[src/rtl/bus_master_arbiter.sv]
// Two-master request/grant arbiter in front of the serial system bus.
// Round-robin on ties, programmable turnaround gap, per-grant hold timeout.
//
// Ports:
//   clk          system clock, all state on rising edge
//   rstn         asynchronous active-low reset
//   m1_breq      M1 bus request, held high for the whole transaction
//   m2_breq      M2 bus request, held high for the whole transaction
//   m1_bgrant    M1 owns the bus (registered)
//   m2_bgrant    M2 owns the bus (registered)
//   m1_timeout   1-cycle pulse: M1 grant revoked by timeout
//   m2_timeout   1-cycle pulse: M2 grant revoked by timeout
//   bus_sel      mux select, 0 = M1, 1 = M2; holds last owner when idle
//   bus_busy     m1_bgrant | m2_bgrant
module bus_master_arbiter #(
    parameter int TIMEOUT    = 1024,
    parameter int TURNAROUND = 1,
    parameter int CNT_W      = 16
) (
    input  logic clk,
    input  logic rstn,
    input  logic m1_breq,
    input  logic m2_breq,
    output logic m1_bgrant,
    output logic m2_bgrant,
    output logic m1_timeout,
    output logic m2_timeout,
    output logic bus_sel,
    output logic bus_busy
);

    typedef enum logic [1:0] {
        IDLE,
        GNT1,
        GNT2,
        TURN
    } state_t;

    localparam logic [CNT_W-1:0] TO_VAL = CNT_W'(TIMEOUT);
    localparam logic [CNT_W-1:0] TA_VAL = CNT_W'(TURNAROUND);
    localparam logic [CNT_W-1:0] ONE    = CNT_W'(1);
    localparam logic             TO_EN  = (TIMEOUT != 0);

    state_t           state_q;
    state_t           state_d;
    logic [CNT_W-1:0] hold_q;
    logic [CNT_W-1:0] hold_d;
    logic [CNT_W-1:0] turn_q;
    logic [CNT_W-1:0] turn_d;
    // last owner: 0 = M1, 1 = M2
    logic             last_q;
    logic             last_d;
    logic             sel_q;
    logic             sel_d;
    logic             arm1_q;
    logic             arm1_d;
    logic             arm2_q;
    logic             arm2_d;
    logic             to1_q;
    logic             to1_d;
    logic             to2_q;
    logic             to2_d;
    logic             g1_q;
    logic             g2_q;

    logic             elig1;
    logic             elig2;
    logic             pick1;
    logic             pick2;
    logic             decide;

    // A master that timed out stays disarmed until it drops its request.
    assign elig1 = m1_breq & arm1_q;
    assign elig2 = m2_breq & arm2_q;

    // On a tie the master that did not own the bus last wins.
    assign pick1 = elig1 & (~elig2 | last_q);
    assign pick2 = elig2 & (~elig1 | ~last_q);

    always_comb begin
        state_d = state_q;
        hold_d  = hold_q;
        turn_d  = turn_q;
        last_d  = last_q;
        sel_d   = sel_q;
        to1_d   = 1'b0;
        to2_d   = 1'b0;
        arm1_d  = arm1_q | ~m1_breq;
        arm2_d  = arm2_q | ~m2_breq;
        decide  = 1'b0;

        unique case (state_q)
            IDLE: begin
                decide = 1'b1;
            end
            GNT1: begin
                if (!m1_breq) begin
                    state_d = TURN;
                    turn_d  = ONE;
                end else if (TO_EN && hold_q == TO_VAL) begin
                    state_d = TURN;
                    turn_d  = ONE;
                    to1_d   = 1'b1;
                    arm1_d  = 1'b0;
                end else if (TO_EN) begin
                    hold_d = hold_q + ONE;
                end
            end
            GNT2: begin
                if (!m2_breq) begin
                    state_d = TURN;
                    turn_d  = ONE;
                end else if (TO_EN && hold_q == TO_VAL) begin
                    state_d = TURN;
                    turn_d  = ONE;
                    to2_d   = 1'b1;
                    arm2_d  = 1'b0;
                end else if (TO_EN) begin
                    hold_d = hold_q + ONE;
                end
            end
            TURN: begin
                // Last gap cycle arbitrates exactly like IDLE.
                if (turn_q >= TA_VAL) begin
                    decide = 1'b1;
                end else begin
                    turn_d = turn_q + ONE;
                end
            end
            default: begin
                state_d = IDLE;
            end
        endcase

        if (decide) begin
            state_d = IDLE;
            turn_d  = '0;
            unique case (1'b1)
                pick1: begin
                    state_d = GNT1;
                    hold_d  = ONE;
                    last_d  = 1'b0;
                    sel_d   = 1'b0;
                end
                pick2: begin
                    state_d = GNT2;
                    hold_d  = ONE;
                    last_d  = 1'b1;
                    sel_d   = 1'b1;
                end
                default: begin
                end
            endcase
        end
    end

    always_ff @(posedge clk or negedge rstn) begin
        if (!rstn) begin
            state_q <= IDLE;
            hold_q  <= '0;
            turn_q  <= '0;
            last_q  <= 1'b1;
            sel_q   <= 1'b0;
            arm1_q  <= 1'b1;
            arm2_q  <= 1'b1;
            to1_q   <= 1'b0;
            to2_q   <= 1'b0;
            g1_q    <= 1'b0;
            g2_q    <= 1'b0;
        end else begin
            state_q <= state_d;
            hold_q  <= hold_d;
            turn_q  <= turn_d;
            last_q  <= last_d;
            sel_q   <= sel_d;
            arm1_q  <= arm1_d;
            arm2_q  <= arm2_d;
            to1_q   <= to1_d;
            to2_q   <= to2_d;
            g1_q    <= (state_d == GNT1);
            g2_q    <= (state_d == GNT2);
        end
    end

    assign m1_bgrant  = g1_q;
    assign m2_bgrant  = g2_q;
    assign m1_timeout = to1_q;
    assign m2_timeout = to2_q;
    assign bus_sel    = sel_q;
    assign bus_busy   = g1_q | g2_q;

endmodule

[config.mk]
export PLATFORM = sky130hd
export DESIGN_NAME = bus_master_arbiter
export DESIGN_NICKNAME = d
export VERILOG_FILES = /design/src/rtl/bus_master_arbiter.sv
export SDC_FILE = /design/constraint.sdc
export NUM_CORES = 1
export LEC_CHECK = 0
export CORE_MARGIN = 2
export CORE_UTILIZATION = 35
export CTS_CLUSTER_SIZE = 16
export DETAILED_ROUTE_END_ITERATION = 7
export GPL_ROUTABILITY_DRIVEN = 0
export SLEW_MARGIN = 40
export SYNTH_ARGS = -nofsm -noshare
export SYNTH_HDL_FRONTEND = slang
export SYNTH_SLANG_ARGS = --single-unit
export TNS_END_PERCENT = 5
[constraint.sdc]
create_clock -name clk -period 2.75 [get_ports clk]
set_input_delay 0.4125 -clock clk [delete_from_list [all_inputs] [get_ports clk]]
set_output_delay 0.4125 -clock clk [all_outputs]
set_load 0.05 [all_outputs]
==> flow_summary.yaml, run 1 <==
global_routing:
  first_global_vias: 2061
  grt_antenna_before_repair: 0
  grt_pass1_wl_microns: 9550
  grt_max_degree: 43
  grt_use_total: 0.158
  grt_overflow: 0
sta:
  slew_headroom: 0.599
  post-route-worst-setup-slack_ns: 0.281
  final.min_clock_period_ns: 2.47
  finalHoldViolCount: 0
  finalSetupTns_ns: 0
  hold_slack_ns: 0.0758
  finalCritPeriodShare: 0.898
  tightest_slew_ns: 0.600
  max_freq_mhz: 405
  rsz0062_at_grt: "false"
  fin_skew_ns: 0.00999
  final-setup-viol-count: 0
  slew_violations: 0
cts:
  cts.sinks: 42
  holdBufCountCts: 0
  cts.clk_slew.worst_paths_ns: 0.09
  clockBufferDepth: 2
  cts_buffers: 5
  cts_tree: "yes"
  cts_root_buf: "clkbuf_8"
  cts_max_level: 2
  insertion_delay_ns: 0.30
  cts_setup_buffers: 0
  cts_resized: 0
placed_design:
  dp_hpwl_microns: 3960
  dp_worst_setup_slack_ns: 0.304
  portBuffers: 9
floorplan:
  fp.dieW_microns: 87.5
  fp.dieH_microns: 87.5
  num_io_pins: 10
  start_util: 0.361
  dieArea_sq_mm: 0.00766
  core_area_sq_mm: 0.00676
  rows: 30
power:
  leakage_nw: 1.23
  vdd_drop_max_uv: 351
  design_power_total_mw: 2.59
  cellPowerDensity_mw_per_mm2: 926
detailed_routing:
  routed_wl_microns: 5500
  drc: 0
  num_vias: 2083
  post_drt_via_cell_ratio: 5.74
  drtIter0Drc: 103
  wl_per_cell_microns: 15.2
  dr.pass1.iters: 4
  route.antenna.remaining_nets: 0
synth:
  synthTopCellsByCount: "39 x dfrtp_1, 23 x nor2_1, 21 x nand2_1, 20 x a21oi_1, 18 x o21ai_0"
  syn_area_sq_mm: 0.00244
  avgSynthCellArea_sq_um: 9.11
  synth_top_area_share: 0.400
  synth_edf_count: 0
  ys_seq_elements: 42
  ys_seq_area_frac: 0.432
  async_reset_ff_frac: 1.00
  synth_nets: 281
  synth.most_common_cell: "dfrtp_1"
  yosys_warnings: 0
  synth_top_area_cell: "dfrtp_1"
  synth_cell_type_count: 54
  synth_flop_cell: "dfrtp_1"
  syn_inst: 268
  ys_top_cells_by_area: "dfrtp_1 40%, ha_1 4.6%, a21oi_1 4.1%"
run_status:
  status: "finished clean"
cells_and_area:
  diodes: 0
  syn_to_final_growth_pct: 14.3
  drive_gt1_frac: 0.106
  final_nets: 295
  fin_util: 0.413
setup_path:
  rr_startpoint: "turn_q[0]"
  startpoint: "turn_q[0]"
  crit_chain: "inv_1 > ha_1 > or4b_4 > o41ai_1 > o211ai_1 > nor2_2 > nor2b_1"
  worstSetupEndpointType: "flip-flop"
  reg2reg_slack_ns: 0.28
  critical_path.max_fanout: 10
  crit_type: "reg2reg"
  rr_endpoint: "turn_q[15]"
  critPathMaxStageDelay_ns: 0.51
  worstSetupStartpointType: "flip-flop"
  path_buf_inv: 1
  critPathTopFamily: "simple AND/OR/NAND/NOR gates"
  worst_path_max_delay_cell: "o41ai_1"
  reg2reg_depth: 7
  critical_path_arrival_ns: 2.65
  cp.required_ns: 2.93
flow_run:
  maxCapViolCount: 0
worst_hold_path:
  min_path_type: "in2async"
## final cells by class
| type | instances | area, sq um |
|---|---|---|
| timing repair buffer | 17 | 148 |
| clock buffer | 5 | 68.8 |
| fill | 669 | 3960 |
| tap | 80 | 100 |
| inverter | 11 | 41.3 |
| multi-input combinational | 205 | 1310 |
| clock inverter | 3 | 68.8 |
| sequential | 42 | 1050 |
## cell usage in the layout (no fill, tap or decap), drive strengths merged, types with 9 or more instances in the layout
master and count:
nor2 24, a21oi 20, nor2b 13, o21ai 20
inv 11, buf 9, dfrtp 39, nand2 21
ha 9, a31oi 9, and3 9
## registers in the layout, summed over array words and instances, names as in the netlist
| name | flops |
|---|---|
| m2_bgrant | 1 |
| turn_q | 16 |
| last_q | 1 |
| m1_bgrant | 1 |
| state_q | 2 |
| m1_timeout | 1 |
| arm2_q | 1 |
| arm1_q | 1 |
| m2_timeout | 1 |
| bus_sel | 1 |
| hold_q | 16 |
## report_power, final
part	total, mW	internal [mW]	switching (mW)	leakage [nW]
Sequential	0.751	0.689	0.0619	0.566
Clock	0.589	0.364	0.226	0.0683
Combinational	1.25	0.424	0.822	0.593
Total	2.59	1.48	1.11	1.23
## how the worst max path moves through the flow
| stage | end | slack, ns | cells past startpoint |
|---|---|---|---|
| after global placement | m2_bgrant | 0.33 | 7 |
| final | turn_q[15] | 0.28 | 7 |
| after global routing | m2_bgrant | 0.14 | 7 |
| after CTS | m2_bgrant | 0.28 | 7 |
| after floorplan | m2_bgrant | 0.51 | 7 |
| after detailed placement | m2_bgrant | 0.30 | 7 |
## metal layers
layer  vias up  wire, microns  track usage
met2        42           2640        0.251
met1      1005           2570        0.211
met3         9            203       0.0292
li1       1027              -            -
met5         -              0            0
met4         0             80       0.0671
## cells by family (layout without fill, tap and decap cells)
family	after synthesis	after routing	synth area share
AND/OR/NAND/NOR	115	115	0.266
AO/OA/AOI/OAI	80	80	0.219
flip-flops	42	42	0.432
buffers and inverters	21	36	0.0328
adder cells (fa/ha/maj)	9	9	0.0461
multiplexers	1	1	0.00410
## through the flow
stage	cells	cell area [sq um]
after floorplan	268	2440
after global placement	355	2650
after detailed placement	355	2650
after CTS	363	2790
after global routing	363	2790
final	363	2790
Power figures use the tool's default switching activity.
==> run 2: changes to the inputs <==
--- a/config.mk
+++ b/config.mk
@@ -6,10 +6,12 @@
 export NUM_CORES = 1
 export LEC_CHECK = 0
 export CORE_MARGIN = 2
-export CORE_UTILIZATION = 35
+export CORE_UTILIZATION = 60
 export CTS_CLUSTER_SIZE = 16
 export DETAILED_ROUTE_END_ITERATION = 7
 export GPL_ROUTABILITY_DRIVEN = 0
+export PLACE_DENSITY = 0.79
+export REMOVE_ABC_BUFFERS = 1
 export SLEW_MARGIN = 40
 export SYNTH_ARGS = -nofsm -noshare
 export SYNTH_HDL_FRONTEND = slang
==> flow_summary.yaml, run 2 (synthesis gave the netlist of run 1 again) <==
floorplan:
  dieArea_sq_mm: 0.00460
  core_area_sq_mm: 0.00397
  fp.dieH_microns: 67.8
  num_io_pins: 10
  start_util: 0.615
  rows: 23
  fp.dieW_microns: 67.8
setup_path:
  critical_path.max_fanout: 10
  critical_path_arrival_ns: 2.76
  cp.required_ns: 2.91
  startpoint: "turn_q[0]"
  worstSetupStartpointType: "flip-flop"
  rr_startpoint: "turn_q[0]"
  crit_chain: "inv_1 > ha_1 > or4b_4 > o41ai_1 > o211ai_1 > nor2_2 > nor2b_1"
  reg2reg_depth: 7
  critPathMaxStageDelay_ns: 0.57
  worstSetupEndpointType: "flip-flop"
  crit_type: "reg2reg"
  worst_path_max_delay_cell: "o41ai_1"
global_routing:
  grt_antenna_before_repair: 0
  grt_max_degree: 43
  grt_overflow: 0
  grt_use_total: 0.272
  first_global_vias: 2058
  grt_pass1_wl_microns: 9230
cells_and_area:
  final_common_cell: "dfrtp_1"
  drive_gt1_frac: 0.103
  final_cell_mix: "39 x dfrtp_1, 23 x nor2_1, 21 x nand2_1, 19 x a21oi_1, 18 x o21ai_0"
  multi_input_area_sq_mm: 0.00131
  fillCellCount: 317
  largestRegisters: "hold_q (16), turn_q (16), state_q (2)"
  diodes: 0
  syn_to_final_growth_pct: 11.3
  final-seq-area_sq_mm: 0.00105
  final_cells: 332
  final_nets: 294
power:
  leakage_nw: 1.21
  vdd_drop_max_uv: 607
  cellPowerDensity_mw_per_mm2: 908
sta:
  final.min_clock_period_ns: 2.59
  finalHoldViolCount: 0
  final-setup-viol-count: 0
  fin_skew_ns: 0.00909
  rsz0062_at_grt: "false"
  max_freq_mhz: 386
  slew_violations: 0
  finalSetupTns_ns: 0
  tightest_slew_ns: 0.579
  finalCritPeriodShare: 0.943
  slew_headroom: 0.609
cts:
  holdBufCountCts: 0
  cts_resized: 0
  clockBufferDepth: 2
  cts_max_level: 2
  cts_tree: "yes"
  cts_buffers: 5
  insertion_delay_ns: 0.29
  cts_root_buf: "clkbuf_8"
  cts.clk_slew.worst_paths_ns: 0.08
  cts_setup_buffers: 0
  cts.sinks: 42
detailed_routing:
  routed_wl_microns: 5460
  post_drt_via_cell_ratio: 6.30
  drtIter0Drc: 209
  dr.pass1.iters: 4
  route.antenna.remaining_nets: 0
  drc: 0
  num_vias: 2090
  wl_per_cell_microns: 16.4
worst_hold_path:
  min_path_type: "in2async"
flow_run:
  maxCapViolCount: 0
run_status:
  status: "finished clean"
placed_design:
  dp_hpwl_microns: 3920
  place_inst: 324
  portBuffers: 9
-- run 2: changes by cell type in the layout (fill, tap and decap cells not counted) --
cell,previous run,this run
clkinv_2,0,2
clkinv_4,1,0
buf_4,9,8
bufinv_16,2,1
-- run 2: area by class of cell --
cell class | count | share of cell area
tap | 50 | 0.0230
timing repair buffer | 16 | 0.0515
clock inverter | 3 | 0.0147
inverter | 11 | 0.0152
clock buffer | 5 | 0.0253
multi-input combinational | 205 | 0.482
sequential | 42 | 0.388
-- run 2: stage by stage --
stage | setup WS [ns] | hold WS (ns) | total power [mW] | cell area (sq um) | util
final | 0.158 | 0.0849 | 2.47 | 2720 | 0.685
after global routing | 0.0325 | 0.133 | 2.65 | 2720 | 0.685
after CTS | 0.169 | 0.0977 | 2.47 | 2720 | 0.684
after detailed placement | 0.183 | 0.423 | 1.98 | 2610 | 0.656
after global placement | 0.340 | 0.461 | 1.97 | 2600 | 0.656
after floorplan | 0.514 | 0.117 | 1.62 | 2400 | -
-- run 2: critical path, delay by kind of cell, from the launching register on --
| kind | cells | cell delay, ns |
|---|---|---|
| AO/OA/AOI/OAI | 2 | 0.81 |
| adder cells (fa/ha/maj) | 1 | 0.14 |
| buffers and inverters | 1 | 0.10 |
| flip-flops | 1 | 0.45 |
| AND/OR/NAND/NOR | 3 | 0.97 |
-- run 2: final timing paths --
path / endpoint / slack, ns
worst max-delay path: turn_q[13] / 0.16
max in group asynchronous: arm1_q / 2.27
worst min register to register: arm2_q / 0.48
worst min-delay path: bus_sel / 0.08
worst max register to register: turn_q[13] / 0.16
min in group clk: arm2_q / 0.48
-- run 2: metal layers --
| layer | global-route usage | vias to the layer above | wire length [microns] |
|---|---|---|---|
| met5 | 0 | - | 0 |
| met4 | 0.115 | 0 | 87 |
| met3 | 0.0583 | 12 | 296 |
| met2 | 0.468 | 62 | 2670 |
| met1 | 0.328 | 993 | 2400 |
| li1 | - | 1023 | - |
-- run 2: power breakdown --
group | leakage, nW | total [mW] | internal [mW] | switching [mW]
Sequential | 0.566 | 0.752 | 0.689 | 0.0631
Combinational | 0.589 | 1.24 | 0.426 | 0.813
Clock | 0.0579 | 0.477 | 0.267 | 0.210
